`src/rtl/spi_pkg.sv`:
```
// rtl/spi_pkg.sv - shared constants and types for the oversampling SPI slave
//
// Purpose: SPI mode encodings ({cpol,cpha}), the frame FSM state type and a
//          helper that maps a mode to its sample edge.
// Ports:   none (package).
// Build:   no configuration macros.

package spi_pkg;

    localparam logic [1:0] MODE0 = 2'b00;
    localparam logic [1:0] MODE1 = 2'b01;
    localparam logic [1:0] MODE2 = 2'b10;
    localparam logic [1:0] MODE3 = 2'b11;

    typedef enum logic {
        ST_IDLE   = 1'b0,
        ST_ACTIVE = 1'b1
    } spi_state_t;

    // Modes 0 and 3 sample on the rising sclk edge, modes 1 and 2 on falling.
    function automatic logic sample_on_rise(input logic [1:0] mode);
        return ~(mode[1] ^ mode[0]);
    endfunction

endpackage

```
`src/rtl/spi_sync_edge.sv`:
```
// rtl/spi_sync_edge.sv - multi-flop synchronizer with rise/fall detection
//
// Purpose: brings an asynchronous pin into the clk domain through STAGES
//          flops and compares the result with a one-clk-delayed copy.
// Ports:   clk, rst_n  - clock, asynchronous active-low reset
//          i_async     - asynchronous input pin
//          o_sync      - synchronized level
//          o_rise      - one-clk pulse on a synchronized 0->1 transition
//          o_fall      - one-clk pulse on a synchronized 1->0 transition
// Build:   no configuration macros.

module spi_sync_edge #(
    parameter int   STAGES  = 2,
    parameter logic RST_VAL = 1'b0
) (
    input  logic clk,
    input  logic rst_n,
    input  logic i_async,
    output logic o_sync,
    output logic o_rise,
    output logic o_fall
);

    logic [STAGES-1:0] r_chain;
    logic              r_dly;

    always_ff @(posedge clk or negedge rst_n) begin
        if (!rst_n) begin
            r_chain <= {STAGES{RST_VAL}};
            r_dly   <= RST_VAL;
        end else begin
            r_chain <= {r_chain[STAGES-2:0], i_async};
            r_dly   <= r_chain[STAGES-1];
        end
    end

    assign o_sync = r_chain[STAGES-1];
    assign o_rise = r_chain[STAGES-1] & ~r_dly;
    assign o_fall = ~r_chain[STAGES-1] & r_dly;

endmodule

```
`src/rtl/spi_slave_sync.sv`:
```
// rtl/spi_slave_sync.sv - single-clock oversampling SPI slave, all four modes
//
// Purpose: receives and transmits DATA_W-bit words over SPI with sclk, cs_n
//          and mosi oversampled in the clk domain; one byte_sync pulse per
//          completed word, frame_err pulse when cs_n rises mid-word.
// Ports:   clk, rst_n     - clock, asynchronous active-low reset
//          sclk,cs_n,mosi - SPI pins from the master (asynchronous)
//          miso           - slave-out data
//          cpol, cpha     - SPI mode, captured when the frame starts
//          byte_sync      - one-clk pulse: data_in holds a new word
//          data_in        - last completed received word
//          data_out       - next word to transmit (stable from byte_sync
//                           until the following shift edge)
//          busy           - frame active
//          frame_err      - one-clk pulse: frame closed with a partial word
// Build:   SPI_LSB_FIRST_EN - defined: LSB-first in both directions;
//                             undefined: MSB-first.

module spi_slave_sync
    import spi_pkg::*;
#(
    parameter int DATA_W      = 8,
    parameter int SYNC_STAGES = 2
) (
    input  logic              clk,
    input  logic              rst_n,
    input  logic              sclk,
    input  logic              cs_n,
    input  logic              mosi,
    output logic              miso,
    input  logic              cpol,
    input  logic              cpha,
    output logic              byte_sync,
    output logic [DATA_W-1:0] data_in,
    input  logic [DATA_W-1:0] data_out,
    output logic              busy,
    output logic              frame_err
);

    localparam int              CNT_W  = $clog2(DATA_W);
    localparam logic [CNT_W-1:0] C_LAST = CNT_W'(DATA_W - 1);

    logic w_sclk_sync, w_sclk_rise, w_sclk_fall;
    logic w_cs_sync, w_cs_rise, w_cs_fall;
    logic w_mosi;
    logic w_unused;

    spi_sync_edge #(.STAGES(SYNC_STAGES), .RST_VAL(1'b0)) u_sclk_sync (
        .clk     (clk),
        .rst_n   (rst_n),
        .i_async (sclk),
        .o_sync  (w_sclk_sync),
        .o_rise  (w_sclk_rise),
        .o_fall  (w_sclk_fall)
    );

    spi_sync_edge #(.STAGES(SYNC_STAGES), .RST_VAL(1'b1)) u_cs_sync (
        .clk     (clk),
        .rst_n   (rst_n),
        .i_async (cs_n),
        .o_sync  (w_cs_sync),
        .o_rise  (w_cs_rise),
        .o_fall  (w_cs_fall)
    );

    // Same depth as the sclk chain so mosi stays aligned with its edge.
    logic [SYNC_STAGES-1:0] r_mosi_sync;

    always_ff @(posedge clk or negedge rst_n) begin
        if (!rst_n) begin
            r_mosi_sync <= '0;
        end else begin
            r_mosi_sync <= {r_mosi_sync[SYNC_STAGES-2:0], mosi};
        end
    end

    assign w_mosi   = r_mosi_sync[SYNC_STAGES-1];
    assign w_unused = w_sclk_sync ^ w_cs_rise;

    spi_state_t        r_state, w_state_nxt;
    logic              r_cpol, r_cpha;
    logic [CNT_W-1:0]  r_bit_cnt;
    logic              r_pend_load;
    logic [DATA_W-1:0] r_rx_sh, r_tx_sh;
    logic [DATA_W-1:0] r_data_in;
    logic              r_byte_sync, r_frame_err, r_busy;

    logic              w_sample_rise, w_sample_edge, w_shift_edge;
    logic              w_start, w_act, w_close, w_sample, w_shift, w_done, w_abort;
    logic [DATA_W-1:0] w_rx_nxt, w_tx_shifted;

    // Edge selection uses the mode captured at frame start, not the live pins.
    assign w_sample_rise = sample_on_rise({r_cpol, r_cpha});
    assign w_sample_edge = w_sample_rise ? w_sclk_rise : w_sclk_fall;
    assign w_shift_edge  = w_sample_rise ? w_sclk_fall : w_sclk_rise;

`ifdef SPI_LSB_FIRST_EN
    assign w_rx_nxt     = {w_mosi, r_rx_sh[DATA_W-1:1]};
    assign w_tx_shifted = {1'b0, r_tx_sh[DATA_W-1:1]};
    assign miso         = r_tx_sh[0];
`else
    assign w_rx_nxt     = {r_rx_sh[DATA_W-2:0], w_mosi};
    assign w_tx_shifted = {r_tx_sh[DATA_W-2:0], 1'b0};
    assign miso         = r_tx_sh[DATA_W-1];
`endif

    always_ff @(posedge clk or negedge rst_n) begin
        if (!rst_n) begin
            r_state <= ST_IDLE;
        end else begin
            r_state <= w_state_nxt;
        end
    end

    always_comb begin
        w_state_nxt = r_state;
        case (r_state)
            ST_IDLE:   if (w_cs_fall) w_state_nxt = ST_ACTIVE;
            ST_ACTIVE: if (w_cs_sync) w_state_nxt = ST_IDLE;
            default:   w_state_nxt = ST_IDLE;
        endcase
    end

    // sclk edges only count while ACTIVE, so edges in IDLE or in the
    // cs_n-fall clk are dropped without extra gating.
    always_comb begin
        w_start  = (r_state == ST_IDLE) && w_cs_fall;
        w_act    = (r_state == ST_ACTIVE);
        w_close  = w_act && w_cs_sync;
        w_sample = w_act && w_sample_edge;
        w_shift  = w_act && w_shift_edge;
        w_done   = w_sample && (r_bit_cnt == C_LAST);
        w_abort  = w_close && !w_done && (r_bit_cnt != '0);
    end

    always_ff @(posedge clk or negedge rst_n) begin
        if (!rst_n) begin
            r_cpol      <= 1'b0;
            r_cpha      <= 1'b0;
            r_bit_cnt   <= '0;
            r_pend_load <= 1'b0;
            r_rx_sh     <= '0;
            r_tx_sh     <= '0;
            r_data_in   <= '0;
            r_byte_sync <= 1'b0;
            r_frame_err <= 1'b0;
            r_busy      <= 1'b0;
        end else begin
            r_byte_sync <= 1'b0;
            r_frame_err <= 1'b0;
            if (w_start) begin
                r_cpol    <= cpol;
                r_cpha    <= cpha;
                r_bit_cnt <= '0;
                r_busy    <= 1'b1;
                if (!cpha) begin
                    r_tx_sh     <= data_out;
                    r_pend_load <= 1'b0;
                end else begin
                    r_pend_load <= 1'b1;
                end
            end else if (w_act) begin
                if (w_sample) begin
                    r_rx_sh <= w_rx_nxt;
                    if (w_done) begin
                        r_data_in   <= w_rx_nxt;
                        r_byte_sync <= 1'b1;
                        r_bit_cnt   <= '0;
                        r_pend_load <= 1'b1;
                    end else begin
                        r_bit_cnt <= r_bit_cnt + 1'b1;
                    end
                end
                if (w_shift) begin
                    if (r_pend_load) begin
                        r_tx_sh     <= data_out;
                        r_pend_load <= 1'b0;
                    end else begin
                        r_tx_sh <= w_tx_shifted;
                    end
                end
                // A word completing in the closing clk still reports
                // byte_sync above; the close only clears frame state.
                if (w_close) begin
                    r_frame_err <= w_abort;
                    r_bit_cnt   <= '0;
                    r_pend_load <= 1'b0;
                    r_busy      <= 1'b0;
                    r_tx_sh     <= '0;
                    r_rx_sh     <= '0;
                end
            end
        end
    end

    assign byte_sync = r_byte_sync;
    assign data_in   = r_data_in;
    assign busy      = r_busy;
    assign frame_err = r_frame_err;

endmodule
```
`config.mk`:
```
export PLATFORM = sky130hd
export DESIGN_NAME = spi_slave_sync
export DESIGN_NICKNAME = d
export VERILOG_FILES = /design/src/rtl/spi_pkg.sv /design/src/rtl/spi_sync_edge.sv /design/src/rtl/spi_slave_sync.sv
export SDC_FILE = /design/constraint.sdc
export NUM_CORES = 1
export LEC_CHECK = 0
export BUFFER_PORTS_ARGS = -buffer_cell sky130_fd_sc_hd__buf_2
export CORE_AREA = 2 2 61 63
export CTS_CLUSTER_DIAMETER = 60
export DETAILED_ROUTE_END_ITERATION = 16
export DIE_AREA = 0 0 63 65
export PLACE_DENSITY = 0.86
export SYNTH_ARGS = -nofsm -noshare
export SYNTH_HDL_FRONTEND = slang
export SYNTH_SLANG_ARGS = --single-unit
export TNS_END_PERCENT = 1
```
`constraint.sdc`:
```
create_clock -name clk -period 1.9 [get_ports clk]
set_input_delay 0.285 -clock clk [delete_from_list [all_inputs] [get_ports clk]]
set_output_delay 0.285 -clock clk [all_outputs]
set_load 0.02 [all_outputs]
```
# --- After elaboration in Yosys (flattened, before gate mapping) ---
# Index checks and enable logic that the tools add are counted.
totals:
  romBits: 0
  latchBits: 0
  ram_bits: 0
  register_bits: 41
  n_memories: 0
  output_inout_bits: 12
  in_bits: 15
op_classes:
  addsub: 1
  n_mux: 36
  n_eq_ne: 2
  shifts: 0
  n_mul: 0
  div: 0
  reduce_logical: 19
  bitwise_logic: 9
  magnitude_cmp: 0
ops:
  columns: ["operator", "n"]
  rows:
  - ["$mux 8", 6]
  - ["$mux 1", 22]
  - ["$mux 3", 5]
  - ["$mux 7", 2]
  - ["$reduce_bool 3->1", 3]
  - ["$logic_and 1x1->1", 7]
  - ["$reduce_and 3->1", 2]
  - ["$reduce_bool 2->1", 3]
  - ["$not 1->1", 5]
  - ["$reduce_and 2->1", 2]
  - ["$reduce_and 4->1", 1]
  - ["$add 3x1->3 const B", 1]
  - ["$and 1x1->1", 3]
  - ["$eq 3x3->1 const B", 1]
  - ["$ne 2x2->1 const B", 1]
  - ["$pmux 1 s2", 1]
  - ["$logic_not 1->1", 1]
  - ["$xor 1x1->1", 1]

# --- Logic depth before layout (Yosys ltp) ---
# Gate-level depths: netlist of the first run.
depth:
  word_depth: 12
  depth_mapped: 6
  mapped_depth_nobuf: 5

# --- Modules after synthesis ---
# A second synthesis of the first run with hierarchy kept.
unflattened:
  cells_unflattened: 158
  area_unflattened_um2: 1845.5
by_module_without_submodules:
  columns: ["module", "cells_per_inst", "area_per_inst_um2", "n_inst"]
  rows:
  - ["spi_slave_sync", 148, 1661.6, 1]
  - ["spi_sync_edge (u_cs_sync)", 5, 93.8, 1]
  - ["spi_sync_edge (u_sclk_sync)", 5, 90.1, 1]

# --- Worst setup path before layout of the first run ---
# No wires, ideal clock.
synth_timing:
  kind: "register -> register"
  start: "register r_state"
  end: "register r_tx_sh[0]"
  t_required_ps: 1775
  stages_incl_launch_ff: 7
  arrival_ps: 1605
  slack_ps: 170
  path_cell_list: "dfrtp_1 buf_6 and2_4 or2_1 buf_6 o21ai_4 mux2_4"
synth_via:
  elab_chain_len: 4
synth_lines:
  columns: ["element", "line_no", "source"]
  rows:
  - ["start, declared", "spi_slave_sync.sv:80", "spi_state_t r_state, w_state_nxt;"]
  - ["start signal, assigned", "spi_slave_sync.sv:111", "r_state <= w_state_nxt;"]
  - ["$not 1->1 or $logic_and 1x1->1 (tied branches)", null, null]
  - ["$logic_and 1x1->1 or $mux 8 (tied branches)", "spi_slave_sync.sv:127, spi_slave_sync.sv:184", null]
  - ["$ne 2x2->1 (no source line), or another cell as far along", null, null]
  - ["$reduce_and 3->1 (no source line) or $mux 8 (tied branches)", null, null]
  - ["end signal, assigned", "spi_slave_sync.sv:157", "r_tx_sh <= data_out;"]
  - ["end signal, assigned", "spi_slave_sync.sv:176", "r_tx_sh <= data_out;"]
  - ["end signal, assigned", "spi_slave_sync.sv:179", "r_tx_sh <= w_tx_shifted;"]
  - ["end, declared", "spi_slave_sync.sv:84", "logic [DATA_W-1:0] r_rx_sh, r_tx_sh;"]
# Several ways; a longest one is shown, not always the timed one. The select of a mux whose other input is x is not followed.
# A chain may end at the register's enable or synchronous reset.

# --- Worst setup path after layout of the first run ---
layout_timing:
  start: "register r_state"
  end: "register r_tx_sh[1]"
# Same word-level chain as after synthesis.

==> flow_metrics.py, run 1 <==
metrics = {
    "status": {
        "status": "completed",
    },
    "place": {
        "numPortBuffers": 26,
        "placedCellCount": 226,
        "preCtsSetupSlack_ns": 0.129,
        "gp_congestion": 0.801,
        "dp_hpwl_mm": 2.34,
    },
    "routing": {
        "vias": 1254,
        "drt-total-wl_mm": 3.25,
        "detail_route.wl_per_cell_um": 13.7,
        "ant_nets": 0,
        "drt_first_pass_iters": 4,
        "route.detailed.drc": 0,
        "via_per_inst": 5.27,
        "dr.first_iter.drc_count": 85,
    },
    "power_and_ir_drop": {
        "leakage_nw": 1.09,
        "p_switching_w": 0.000631,
        "vdd_drop_max_v": 0.000617,
        "power_density_mw_per_mm2": 959,
        "combPwrFrac_pct": 21.7,
        "swShare_pct": 30.8,
        "internal_power_w": 0.00142,
        "pwr-share-seq_pct": 55.7,
        "clkPwrFrac_pct": 22.6,
    },
    "synthesis": {
        "syn_area_per_cell_um2": 11.9,
        "synthCells": 153,
        "synthArstFlopShare_pct": 100,
        "netlist_area_mm2": 0.00182,
        "synth-main-ff-cell": "dfrtp_1",
        "yosysUniqueCellTypes": 33,
        "yosys_warnings": 0,
        "synth_edf_count": 0,
        "synth-seq-cells": 41,
        "synth_seq_area_share_pct": 56.6,
        "synth_nets": 171,
    },
    "die": {
        "rows": 22,
        "start_util_pct": 52.0,
        "core_area_mm2": 0.00350,
        "io_pins": 27,
        "die_w_um": 63,
        "die_y_um": 65,
        "die_area_mm2": 0.00410,
    },
    "timing": {
        "setup_viol": 0,
        "period_minus_slack_ns": 1.73,
        "fmax_mhz": 579,
        "setup_slack_ns": 0.173,
        "hold_violations": 0,
        "slew_headroom_pct": 68.9,
        "tns_ns": 0,
        "report.final.slew_viol_count": 0,
        "worstMarginPinSlew_ns": 0.467,
        "skew_ns": 0.0128,
        "rsz0062_at_grt": "no",
        "period_share_pct": 90.9,
    },
    "critical_path": {
        "crit_start": "r_state",
        "max_stage_delay_ns": 0.50,
        "setup.worst_path.start_class": "flip-flop",
        "critPathSlowestCell": "dfrtp_1",
        "endpoint_kind": "flip-flop",
        "r2r-start": "r_state",
        "cp.required_ns": 2.17,
        "critPathArrivalTime_ns": 2.00,
        "path_cells": "and2_4 -> or2_1 -> o21ai_4 -> buf_4 -> mux2i_1",
        "path_class": "reg -> reg",
        "crit_fanout": 10,
    },
    "cells_and_area": {
        "layout_commonest_cell": "dfrtp_1",
        "drive_gt1_share_pct": 30.5,
        "nets": 207,
        "area_growth_pct": 17.5,
        "final_cell_mix": "38 x dfrtp_1, 26 x buf_2, 18 x nor2_1, 17 x mux2i_1, 15 x inv_1",
        "finalNonFillerCells": 238,
        "insertedDiodeCount": 0,
    },
    "grt": {
        "grt_overflow": 0,
        "grt_pass1_wl_mm": 5.69,
        "grtUsageTotal_pct": 18.4,
        "grt_max_degree": 23,
        "grt_pass1_vias": 1215,
        "antenna_found_initial": 0,
    },
    "clock_tree": {
        "cts_setup_buffers": 0,
        "cts_htree_levels": 2,
        "clkSlewWorstSetupHoldPaths_ns": 0.12,
        "cts_tree": "yes",
        "clk_path_buf_depth": 2,
        "numClockSinks": 41,
        "cts_buffers": 5,
        "root_buffer": "clkbuf_4",
        "clk_latency_ns": 0.35,
    },
    "worst_hold_path": {
        "hp-class": "in -> reg",
        "hp-start": "cpol",
    },
    "flow_run": {
        "max-cap-violations": 0,
    },
}
[sequential cells by signal, indices dropped and copies added, names as in the netlist, 2 cells and up]
name,count
r_bit_cnt,3
u_sclk_sync.r_chain,2
r_tx_sh,8
u_cs_sync.r_chain,2
r_rx_sh,7
data_in,8
r_mosi_sync,2
[timing repair]
item / 4_1_cts / 5_1_grt
hold endpoints to repair: 20 / 2
endpoints found under the setup margin: 0 / 4
gates resized for setup: 0 / 2
hold buffers: 2 / 2
[metal layers]
layer | GRT usage, % | wire, µm | part of all wire, %
met5 | 0 | 0 | 0
met4 | 7.78 | 46 | 1.4
met3 | 5.38 | 171 | 5.3
met2 | 28.6 | 1550 | 48
met1 | 24.0 | 1480 | 46
[logic make-up (layout without fill, tap and decap cells)]
group                    after synthesis  after routing  synth area share [%]
AO/OA/AOI/OAI                         26             26                  9.90
XOR/XNOR                               1              1                 0.482
adder cells (fa/ha/maj)                3              3                  2.06
buffers and inverters                 22             59                  5.57
flip-flops                            41             41                  56.6
multiplexers                          28             28                  16.3
AND/OR/NAND/NOR                       32             32                  9.08
[cells in the mapped netlist, types with 2 or more instances]
cell type	instances	area share [%]
mux2_1	2	1.2
nor2_1	18	3.7
nand2b_1	3	1.0
dfstp_2	3	4.3
nand3b_1	3	1.2
o21ai_0	8	2.2
ha_1	3	2.1
inv_1	15	3.1
buf_6	2	1.2
mux2_2	7	4.3
o221ai_1	7	3.4
o22ai_1	4	1.4
clkbuf_1	3	0.62
a21oi_1	2	0.55
mux2i_1	18	9.9
dfrtp_1	38	52
[layout make-up]
cell class | count | area (µm²)
multi-input combinational | 90 | 699
inverter | 15 | 56.3
clock buffer | 6 | 51.3
clock inverter | 2 | 13.8
timing repair buffer | 36 | 228
fill | 290 | 1360
tap | 48 | 60.1
sequential | 41 | 1030
[power groups by stage]
| stage | clock, W | combinational, W | sequential, W |
|---|---|---|---|
| global placement | 0 | 0.000414 | 0.00115 |
| detailed placement | 0 | 0.000436 | 0.00116 |
| CTS | 0.000478 | 0.000442 | 0.00114 |
| floorplan | 0 | 0.000321 | 0.00113 |
| global route | 0.000522 | 0.000508 | 0.00116 |
| finish | 0.000464 | 0.000445 | 0.00114 |
[critical path, delay by kind of cell, from the launching register on]
family	cells	cell delay (ns)
and+or+nand+nor	2	0.54
muxes	1	0.20
buffers and inverters	1	0.21
AOI/OAI and AO/OA	1	0.20
DFF	1	0.50
[path summary, 6_finish.rpt]
check	end	slack, ns	depth (start not counted)
hold reg to reg	u_sclk_sync.r_chain[1]	0.36	0
hold / removal	r_cpol	0.17	2
setup reg to reg	r_tx_sh[1]	0.17	5
min in group asynchronous	u_sclk_sync.r_chain[1]	0.42	2
max in group asynchronous	u_cs_sync.r_chain[0]	0.94	3
setup / recovery	r_tx_sh[1]	0.17	5
[stage by stage]
stage | power [W] | util, % | cell area [µm²] | hold slack [ns]
floorplan | 0.00146 | - | 1820 | -0.0106
global placement | 0.00156 | 57.8 | 2020 | 0.253
detailed placement | 0.00159 | 57.8 | 2020 | 0.259
CTS | 0.00206 | 60.3 | 2110 | 0.00918
global route | 0.00219 | 61.2 | 2140 | 0.169
finish | 0.00205 | 61.2 | 2140 | 0.174
(Power assumes the default switching activity.)
==> run 2: changes to the inputs <==
--- a/config.mk
+++ b/config.mk
@@ -6,11 +6,11 @@
 export NUM_CORES = 1
 export LEC_CHECK = 0
 export BUFFER_PORTS_ARGS = -buffer_cell sky130_fd_sc_hd__buf_2
-export CORE_AREA = 2 2 61 63
+export CORE_AREA = 2 2 81 83
 export CTS_CLUSTER_DIAMETER = 60
 export DETAILED_ROUTE_END_ITERATION = 16
-export DIE_AREA = 0 0 63 65
-export PLACE_DENSITY = 0.86
+export DIE_AREA = 0 0 83 85
+export PLACE_DENSITY = 0.58
 export SYNTH_ARGS = -nofsm -noshare
 export SYNTH_HDL_FRONTEND = slang
 export SYNTH_SLANG_ARGS = --single-unit
==> run 2 against run 1 <==
Register-to-register slack gained 0.03 ns. Clock skew fell by 0.0044 ns. Final cell count rose by 11%. Power grew 11%. Critical path type unchanged. Largest power group unchanged. Clock power increased by 55%. Routed wire length grew 1.1%. Design area up 1.8%. First-iteration DRC count up 5.9%.
==> flow_metrics.py, run 2 (synthesis results as in run 1) <==
metrics = {
    "cells_and_area": {
        "drive_gt1_share_pct": 29.0,
        "layout_commonest_cell": "dfrtp_1",
        "fillCellCount": 627,
        "final_cell_mix": "38 x dfrtp_1, 26 x buf_2, 18 x nor2_1, 18 x mux2i_1, 15 x inv_1",
        "postLayoutCellArea_mm2": 0.00218,
        "finish.utilization_pct": 35.1,
        "area_growth_pct": 19.7,
        "insertedDiodeCount": 0,
        "nets": 203,
    },
    "critical_path": {
        "r2r-start": "u_cs_sync.r_dly",
        "path_class": "reg -> reg",
        "endpoint_kind": "flip-flop",
        "worst_r2r_path_depth": 5,
        "critPathSlowestCell": "dfstp_2",
        "crit_fanout": 7,
        "r2r_slack_ns": 0.20,
        "r2r-end": "r_tx_sh[7]",
        "cp_num_buf_inv": 1,
        "max_stage_delay_ns": 0.54,
        "worstSetupEndpoint": "r_tx_sh[7]",
        "cp.required_ns": 2.07,
        "crit_cells": 5,
        "setup.worst_path.start_class": "flip-flop",
        "critPathArrivalTime_ns": 1.87,
        "cpLargestDelayFamily": "simple AND/OR/NAND/NOR gates",
        "crit_start": "u_cs_sync.r_dly",
        "path_cells": "nor3b_2 -> or2_1 -> o21ai_4 -> buf_4 -> mux2i_1",
    },
    "clock_tree": {
        "cts_resized": 0,
        "numClockSinks": 41,
        "clk_latency_ns": 0.29,
        "cts_hold_repair.buffers": 1,
        "cts_tree": "yes",
        "clkSlewWorstSetupHoldPaths_ns": 0.08,
        "root_buffer": "clkbuf_8",
        "cts_buffers": 5,
        "cts_htree_levels": 2,
        "cts_setup_buffers": 0,
        "clk_path_buf_depth": 2,
    },
    "timing": {
        "slew_headroom_pct": 65.0,
        "period_minus_slack_ns": 1.70,
        "worstMarginPinSlew_ns": 0.523,
        "whs_ns": 0.0966,
        "report.final.slew_viol_count": 0,
        "fmax_mhz": 589,
        "period_share_pct": 89.4,
        "tns_ns": 0,
        "skew_ns": 0.00841,
        "setup_viol": 0,
        "rsz0062_at_grt": "no",
        "hold_violations": 0,
    },
    "place": {
        "numPortBuffers": 26,
        "dp_hpwl_mm": 2.26,
        "placed_area_mm2": 0.00205,
        "gp_congestion": 0.706,
    },
    "die": {
        "core_area_mm2": 0.00620,
        "die_y_um": 85,
        "io_pins": 27,
        "rows": 29,
        "start_util_pct": 29.3,
        "die_area_mm2": 0.00706,
        "die_w_um": 83,
    },
    "routing": {
        "route.detailed.drc": 0,
        "vias": 1193,
        "ant_nets": 0,
        "detail_route.wl_per_cell_um": 12.5,
        "dr.first_iter.drc_count": 90,
        "via_per_inst": 4.54,
        "drt_first_pass_iters": 4,
        "drt-total-wl_mm": 3.29,
    },
    "power_and_ir_drop": {
        "vdd_drop_max_v": 0.000347,
        "power_density_mw_per_mm2": 1050,
        "leakage_nw": 1.09,
    },
    "grt": {
        "grt_overflow": 0,
        "antenna_found_initial": 0,
        "grtUsageTotal_pct": 10.4,
        "grt_max_degree": 42,
        "grt_pass1_wl_mm": 5.89,
        "grt_pass1_vias": 1224,
    },
    "flow_run": {
        "max-cap-violations": 0,
    },
    "status": {
        "status": "completed",
    },
    "worst_hold_path": {
        "hp-class": "in -> reg",
    },
}
## run 2: where the power goes
part | total [W] | internal (W) | switching [W] | leakage, nW
Clock | 0.000718 | 0.000428 | 0.000290 | 0.0585
Combinational | 0.000423 | 0.000210 | 0.000213 | 0.502
Sequential | 0.00114 | 0.00102 | 0.000120 | 0.526
Total | 0.00228 | 0.00166 | 0.000623 | 1.09
## run 2: worst min path at each step
stage / from / end / cells past startpoint
3_3_place_gp: rst_n / r_cpha / 2
4_1_cts: mosi / r_mosi_sync[0] / 1
5_1_grt: mosi / r_mosi_sync[0] / 1
3_5_place_dp: rst_n / r_cpol / 2
6_report: cs_n / u_cs_sync.r_chain[0] / 1
2_1_floorplan: rst_n / busy / 0
## run 2: cell type report
type                            instances  area (µm²)  share of cell area (%)
Clock buffer                            7        86.3                    3.97
Timing Repair Buffer                   32         190                    8.74
Inverter                               15        56.3                    2.59
Clock inverter                          1        30.0                    1.38
Multi-Input combinational cell         90         688                    31.6
Sequential cell                        41        1030                    47.3
Tap cell                               77        96.3                    4.43
## run 2: per-layer routing
metal | share of wire [%] | vias to the layer above | GRT usage, %
met5 | 0 | - | 0
met4 | 1.7 | 0 | 4.02
met3 | 5.8 | 6 | 3.40
met2 | 45 | 28 | 16.0
met1 | 47 | 570 | 13.7
li1 | - | 589 | -
## run 2: stage by stage
| stage | setup slack, ns | std cells | power (W) |
|---|---|---|---|
| after floorplan | 0.170 | 153 | 0.00146 |
| after global placement | 0.232 | 254 | 0.00157 |
| after detailed placement | 0.217 | 254 | 0.00159 |
| after CTS | 0.204 | 263 | 0.00232 |
| after global routing | 0.0667 | 263 | 0.00243 |
| final | 0.202 | 263 | 0.00228 |
==> run 3: changes to the inputs <==
--- a/config.mk
+++ b/config.mk
@@ -10,7 +10,7 @@
 export CTS_CLUSTER_DIAMETER = 60
 export DETAILED_ROUTE_END_ITERATION = 16
 export DIE_AREA = 0 0 83 85
-export PLACE_DENSITY = 0.58
+export PLACE_DENSITY = 0.46
 export SYNTH_ARGS = -nofsm -noshare
 export SYNTH_HDL_FRONTEND = slang
 export SYNTH_SLANG_ARGS = --single-unit
==> run 3 against run 2 <==
Via count rose by 0.34%. Utilization decreased by 0.44 points. Critical path type unchanged. Fmax down 2.1%. Sequential power is essentially flat. Largest power group unchanged. First-iteration DRC count down 49%. Count of clock-buffer cells in the layout decreased by 1. Highest routed layer unchanged.
==> flow_metrics.py, run 3 (synthesis results as in run 1) <==
metrics = {
    "status": {
        "status": "completed",
    },
    "grt": {
        "antenna_found_initial": 0,
        "grt_max_degree": 35,
        "grt_overflow": 0,
        "grt_use_met1_pct": 14.7,
        "grt_pass1_wl_mm": 6.14,
        "grt_use_met2_pct": 16.6,
        "grt_pass1_vias": 1245,
        "top_usage_layer": "met2",
        "grtUsageTotal_pct": 10.8,
        "grtUsageMet3_pct": 3.11,
    },
    "power_and_ir_drop": {
        "leakage_nw": 1.08,
        "vdd_drop_max_v": 0.000371,
        "power_density_mw_per_mm2": 1010,
        "power_w": 0.00216,
    },
    "cells_and_area": {
        "area_growth_pct": 18.2,
        "fillCellCount": 629,
        "insertedDiodeCount": 0,
        "final_cell_mix": "38 x dfrtp_1, 26 x buf_2, 18 x nor2_1, 18 x mux2i_1, 15 x inv_1",
        "nets": 204,
        "finalNonFillerCells": 264,
        "layout_commonest_cell": "dfrtp_1",
        "drive_gt1_share_pct": 30.5,
    },
    "timing": {
        "rsz0062_at_grt": "no",
        "period_minus_slack_ns": 1.73,
        "period_share_pct": 91.3,
        "skew_ns": 0.00374,
        "setup_slack_ns": 0.166,
        "worstMarginPinSlew_ns": 0.761,
        "slew_headroom_pct": 49.3,
        "report.final.slew_viol_count": 0,
        "fmax_mhz": 577,
        "setup_viol": 0,
        "hold_violations": 0,
        "tns_ns": 0,
    },
    "clock_tree": {
        "cts_resized": 0,
        "cts_setup_buffers": 0,
        "clk_path_buf_depth": 2,
        "numClockSinks": 41,
        "cts_htree_levels": 2,
        "cts_tree": "yes",
        "clk_latency_ns": 0.28,
        "clkSlewWorstSetupHoldPaths_ns": 0.08,
        "root_buffer": "clkbuf_8",
        "cts_hold_repair.buffers": 0,
        "cts_buffers": 5,
    },
    "critical_path": {
        "r2r-start": "r_cpha",
        "r2r_slack_ns": 0.17,
        "crit_fanout": 10,
        "worst_r2r_path_depth": 4,
        "endpoint_kind": "flip-flop",
        "setup.worst_path.start_class": "flip-flop",
        "r2r-end": "data_in[4]",
        "cp.required_ns": 2.07,
        "critPathArrivalTime_ns": 1.90,
        "path_class": "reg -> reg",
    },
    "flow_run": {
        "max-cap-violations": 0,
    },
    "die": {
        "rows": 29,
        "core_area_mm2": 0.00620,
        "die_y_um": 85,
        "start_util_pct": 29.3,
        "die_area_mm2": 0.00706,
        "io_pins": 27,
        "die_w_um": 83,
    },
    "routing": {
        "vias": 1197,
        "drt_first_pass_iters": 4,
        "ant_nets": 0,
        "dr.first_iter.drc_count": 46,
        "via_per_inst": 4.53,
        "drt-total-wl_mm": 3.41,
        "detail_route.wl_per_cell_um": 12.9,
        "route.detailed.drc": 0,
    },
    "place": {
        "dp_hpwl_mm": 2.41,
        "numPortBuffers": 26,
        "gp_congestion": 0.687,
        "preCtsSetupSlack_ns": 0.160,
        "placedCellCount": 256,
    },
    "worst_hold_path": {
        "hp-class": "in -> async",
    },
}
run 3: changes by cell type in the layout (fill, tap and decap cells not counted), sizes merged:
cell / previous run / this run
bufinv: 1 / 0
clkbuf: 7 / 6
dlygate4sd3: 1 / 0
buf: 31 / 33
clkinv: 0 / 2
run 3: how the worst max path moves through the flow:
stage / startpoint / endpoint / cells past startpoint
after floorplan: r_state / r_tx_sh[0] / 6
after global placement: r_state / r_tx_sh[3] / 6
after detailed placement: r_state / r_tx_sh[1] / 6
after CTS: r_cpha / data_in[4] / 4
after global routing: r_cpha / data_in[4] / 4
final: r_cpha / data_in[4] / 4
run 3: final cells by class:
class                   instances  area, µm²  area share, %
repair buffers                 33        183           8.50
flip-flops and latches         41       1030           47.9
multi-input cells              90        688           32.0
clock buffers                   6       82.6           3.84
inverters                      15       56.3           2.62
well taps                      77       96.3           4.48
clock inverters                 2       13.8          0.640
run 3: worst max-delay path, stage by stage (launching register included):
cell	delay, ns
dfrtp_1	0.39
xnor2_1	0.28
mux2i_1	0.35
nand2_2	0.24
mux2_1	0.36
run 3: through the flow:
| stage | utilization, % | hold WS (ns) | cell area (µm²) |
|---|---|---|---|
| finish | 34.6 | 0.0698 | 2150 |
| global route | 34.6 | 0.0779 | 2150 |
| CTS | 34.6 | 0.0803 | 2150 |
| detailed placement | 33.1 | 0.340 | 2050 |
| global placement | 33.1 | 0.340 | 2050 |
| floorplan | - | -0.0106 | 1820 |
run 3: report_power, final:
group	internal, W	switching (W)	leakage [nW]
sequential	0.00102	0.000119	0.526
clock	0.000294	0.000298	0.0512
combinational	0.000210	0.000222	0.503
run 3: layer usage:
metal | part of all wire (%) | wire [µm]
met5 | 0 | 0
met4 | 0.47 | 16
met3 | 4.6 | 158
met2 | 46 | 1580
met1 | 48 | 1650
